**config.mk**
```make
export PLATFORM = sky130hd
export DESIGN_NAME = execute_mc
export DESIGN_NICKNAME = d
export VERILOG_FILES = /design/src/rtl/execute_mc.sv
export SDC_FILE = /design/constraint.sdc
export NUM_CORES = 2
export LEC_CHECK = 0
export CORE_MARGIN = 10
export CORE_UTILIZATION = 45
export CTS_CLUSTER_SIZE = 24
export DETAILED_ROUTE_END_ITERATION = 16
export GPL_TIMING_DRIVEN = 0
export PLACE_DENSITY = 0.69
export SYNTH_ARGS = -nofsm -noshare
export SYNTH_HDL_FRONTEND = slang
export SYNTH_SLANG_ARGS = --single-unit
```
**constraint.sdc**
```tcl
create_clock -name clk -period 29.8 [get_ports clk]
set_clock_uncertainty 0.2 [all_clocks]
set_input_delay 4.47 -clock clk [delete_from_list [all_inputs] [get_ports clk]]
set_output_delay 4.47 -clock clk [all_outputs]
set_load 0.005 [all_outputs]
```
**src/rtl/execute_mc.sv**
```systemverilog
// Execute stage: single-cycle ALU ops plus a bit-serial shift-add multiplier.
// All three result buses and zero_E are registered and published together.
module execute_mc #(
  parameter int N = 64
) (
  input  logic         clk,
  input  logic         reset,
  input  logic         flush,
  input  logic         valid_in,
  input  logic         AluSrc,
  input  logic [3:0]   AluControl,
  input  logic [N-1:0] PC_E,
  input  logic [N-1:0] signImm_E,
  input  logic [N-1:0] readData1_E,
  input  logic [N-1:0] readData2_E,
  output logic [N-1:0] PCBranch_E,
  output logic [N-1:0] aluResult_E,
  output logic [N-1:0] writeData_E,
  output logic         zero_E,
  output logic         valid_out,
  output logic         busy
);

  localparam int CW = $clog2(N + 1);
  localparam logic [CW-1:0] CNT_DONE = CW'(N);
  localparam logic [CW-1:0] CNT_ONE  = CW'(1);

  localparam logic [3:0] OP_AND  = 4'b0000;
  localparam logic [3:0] OP_OR   = 4'b0001;
  localparam logic [3:0] OP_ADD  = 4'b0010;
  localparam logic [3:0] OP_SUB  = 4'b0110;
  localparam logic [3:0] OP_PASS = 4'b0111;
  localparam logic [3:0] OP_MUL  = 4'b1000;

  typedef enum logic {S_IDLE, S_MUL} state_t;

  state_t         state_q;
  logic [CW-1:0]  cnt_q;
  logic [N-1:0]   acc_q, mcand_q, mplier_q;
  logic [N-1:0]   pcb_pend_q, wd_pend_q;
  logic [N-1:0]   pcb_q, res_q, wd_q;
  logic           zero_q, vout_q;

  logic [N-1:0]   op_b, alu_d, pcb_d;
  logic           is_mul;

  assign op_b   = AluSrc ? signImm_E : readData2_E;
  assign pcb_d  = PC_E + (signImm_E << 2);
  assign is_mul = (AluControl == OP_MUL);

  always_comb begin
    alu_d = '0;
    case (AluControl)
      OP_AND:  alu_d = readData1_E & op_b;
      OP_OR:   alu_d = readData1_E | op_b;
      OP_ADD:  alu_d = readData1_E + op_b;
      OP_SUB:  alu_d = readData1_E - op_b;
      OP_PASS: alu_d = op_b;
      default: alu_d = '0;
    endcase
  end

  // MUL runs N shift-add iterations, then spends one more edge publishing the
  // product, so results appear N+1 edges after acceptance.
  always_ff @(posedge clk or posedge reset) begin
    if (reset) begin
      state_q    <= S_IDLE;
      cnt_q      <= '0;
      acc_q      <= '0;
      mcand_q    <= '0;
      mplier_q   <= '0;
      pcb_pend_q <= '0;
      wd_pend_q  <= '0;
      pcb_q      <= '0;
      res_q      <= '0;
      wd_q       <= '0;
      zero_q     <= 1'b0;
      vout_q     <= 1'b0;
    end else begin
      vout_q <= 1'b0;
      if (flush) begin
        state_q <= S_IDLE;
        cnt_q   <= '0;
        acc_q   <= '0;
      end else begin
        case (state_q)
          S_IDLE: begin
            if (valid_in) begin
              if (is_mul) begin
                state_q    <= S_MUL;
                cnt_q      <= '0;
                acc_q      <= '0;
                mcand_q    <= readData1_E;
                mplier_q   <= op_b;
                pcb_pend_q <= pcb_d;
                wd_pend_q  <= readData2_E;
              end else begin
                res_q  <= alu_d;
                zero_q <= (alu_d == '0);
                pcb_q  <= pcb_d;
                wd_q   <= readData2_E;
                vout_q <= 1'b1;
              end
            end
          end
          S_MUL: begin
            if (cnt_q != CNT_DONE) begin
              if (mplier_q[0]) acc_q <= acc_q + mcand_q;
              mcand_q  <= mcand_q << 1;
              mplier_q <= mplier_q >> 1;
              cnt_q    <= cnt_q + CNT_ONE;
            end else begin
              res_q   <= acc_q;
              zero_q  <= (acc_q == '0);
              pcb_q   <= pcb_pend_q;
              wd_q    <= wd_pend_q;
              vout_q  <= 1'b1;
              state_q <= S_IDLE;
              cnt_q   <= '0;
            end
          end
          default: state_q <= S_IDLE;
        endcase
      end
    end
  end

  assign busy        = (state_q == S_MUL);
  assign PCBranch_E  = pcb_q;
  assign aluResult_E = res_q;
  assign writeData_E = wd_q;
  assign zero_E      = zero_q;
  assign valid_out   = vout_q;

endmodule

```
==> results.cfg <==
[floorplan]
coreArea_um2 = 80500
die_w_um = 305
die_y_um = 305
io_pins = 460
rows = 104
dieArea_um2 = 93100
start_util_pct = 45.4

[route]
postRouteAntennaNets = 0
drt_first_pass_iters = 8
via_count = 37400
drc = 0
wire_per_inst_um = 28.6
drtIter0Drc = 4583
drt-vias-per-instance = 6.28
wl_um = 171000

[synthesis]
synth_seq_cells = 522
synthCells = 4311
synth.area.top_cells = dfrtp_1 36%, o21ai_0 7.6%, ha_1 6.6%
yosysSeqAreaShare_pct = 35.7
synthArstFlopShare_pct = 100
synth_top_area_share_pct = 35.7
yosysTopAreaCell = dfrtp_1
ys_types = 85
synth_edf_count = 0
ys.flop_type = dfrtp_1
synth_fp_nets = 4771
syn_area_um2 = 36600
syn_avg_cell_area_um2 = 8.49
yosys_warnings = 0

[cts]
cts_buffer_depth = 3
clk_pin_slew_ns = 0.06
holdBufCountCts = 0
cts_tree = yes
cts_num_sinks = 522
cts_made_buffers = 60
postCtsSetupBuffers = 0
ctsHtreeMaxLevel = 2
clock_latency_ns = 0.67
cts_root_buffer = clkbuf_16
cts_resized = 0

[power_and_ir_drop]
total_leakage_power_nw = 19.7
p_per_area_nw_per_um2 = 57.3
irDropWorstVdd_v = 0.0000466

[setup_path]
start_kind = primary input
cp-end-kind = register
crit_type = in -> reg
worstPathArrival_ns = 16.02
crit_fanout = 10
critPathRequiredTime_ns = 30.15

[final_layout]
fin_util_pct = 55.7
nFillCells = 7619
seq_area_um2 = 13100
layout_commonest_cell = nand2_1
final_layout_size_suffix_gt1_share_pct = 5.88
multi_input_area_um2 = 22300
final_cell_mix = 617 x nand2_1, 552 x o21ai_0, 522 x dfrtp_1
area_growth_pct = 22.7
nets = 5295

[sta]
slew_violations = 0
fin_crit_ns = 15.67
hold_viol_final = 0
finalSetupTns_ns = 0
grt_setup_unrepaired = false
clock.fmax_mhz = 63.8
worst_slew_pin_slew_ns = 1.45
setup_viol = 0
post-route-period-util_pct = 52.6
slew_headroom_pct = 3.38

[job]
max_cap_violations = 0

[global_routing]
gr-total-overflow = 0
grt_pass1_vias = 35200
track_usage_pct = 34.9
grt_max_degree = 115
grt_pass1_wl_um = 244000
antenna_found_initial = 19

[placement]
gp_congestion = 1.03
portBuffers = 456
hpwl_um = 137000

[worst_hold_path]
hp-class = reg -> reg

[run_status]
outcome = completed
[cells by family after synthesis]
family / Yosys count / synth area share (%)
adder cells (fa/ha/maj): 227 / 7.61
multiplexers: 348 / 9.99
buffers and inverters: 320 / 3.38
AND/OR/NAND/NOR: 1268 / 15.3
flip-flops: 522 / 35.7
XOR/XNOR: 224 / 5.36
AO/OA/AOI/OAI: 1402 / 22.7
[registers in the layout, indices dropped and copies added, names as in the netlist]
name / flops
mplier_q: 64
mcand_q: 64
acc_q: 64
busy: 1
cnt_q: 7
aluResult_E: 64
PCBranch_E: 64
wd_pend_q: 64
zero_E: 1
valid_out: 1
writeData_E: 64
pcb_pend_q: 64
[per-layer routing]
metal | vias to the layer above | track usage, % | wire [µm]
met5 | - | 0 | 32
met4 | 4 | 18.1 | 9990
met3 | 413 | 7.27 | 15600
met2 | 1992 | 53.6 | 75300
met1 | 18400 | 45.8 | 69700
li1 | 16700 | - | -
[cell usage after synthesis, types with 40 or more instances]
cell and n:
dfrtp_1 522, xnor2_1 130, nand2_1 617, a21o_1 110, a31oi_1 40, clkbuf_1 195, nor2_1 294, mux2i_1 215
ha_1 192, o21ai_0 552, nand3_1 62, nand4_1 53, inv_1 69, xor2_1 94, nor3_1 53, mux2_2 131
a21oi_1 390
[report_power, final]
part	leakage (nW)	internal, mW	switching (mW)
sequential	6.72	0.847	0.0915
combinational	11.9	0.339	0.462
clock	1.08	0.494	0.339
total	19.7	1.68	0.893
[critical path, cell delays in order]
cell	delay, ns
clkdlybuf4s50_1	0.51
clkbuf_1	0.27
nor3b_1	0.86
clkbuf_1	0.53
clkbuf_1	0.81
clkbuf_1	0.71
clkbuf_1	0.68
buf_1	0.72
nand2_1	0.57
clkbuf_1	0.42
o21ai_0	0.58
inv_1	0.10
ha_1	0.28
nor2b_1	0.14
o31a_1	0.28
o31a_1	0.38
a211oi_1	0.46
a21boi_0	0.43
or3_1	0.45
a31oi_1	0.29
nand4_1	0.12
or3_1	0.37
or4_1	0.66
nor4_1	0.44
nand4_1	0.23
o31ai_2	0.23
[metrics by stage]
stage	hold WS (ns)	cell area [µm²]	worst slack (ns)	total power, mW	instances
6_report	0.265	44900	14.13	2.57	5961
5_1_grt	0.282	44800	14.16	2.68	5951
4_1_cts	0.269	44800	14.69	2.56	5945
3_5_place_dp	0.255	42600	14.04	1.73	5833
3_3_place_gp	0.253	42500	3.60	1.72	5827
2_1_floorplan	0.242	36600	10.55	1.38	4311
[layout make-up]
| class | count | share of cell area, % |
|---|---|---|
| inverter | 71 | 0.611 |
| buffer | 249 | 2.17 |
| antenna | 16 | 0.0892 |
| clock inverter | 35 | 1.18 |
| clock buffer | 77 | 3.73 |
| tap | 1060 | 2.96 |
| sequential | 522 | 29.1 |
| multi-input combinational | 3469 | 49.7 |
| timing repair buffer | 462 | 10.5 |
[path summary, 6_finish.rpt]
kind                                      start               to  slack [ns]  cells after the start
worst max-delay path              AluControl[0]           zero_E       14.13                     26
worst min-delay path            aluResult_E[40]  aluResult_E[40]        0.26                      2
worst max register to register             busy   aluResult_E[0]       23.29                     11
worst min register to register  aluResult_E[40]  aluResult_E[40]        0.26                      2
max in group asynchronous                 reset    wd_pend_q[23]       23.89                      4
min in group asynchronous                 reset      mcand_q[54]        4.07                      2
(Power assumes the default switching activity.)
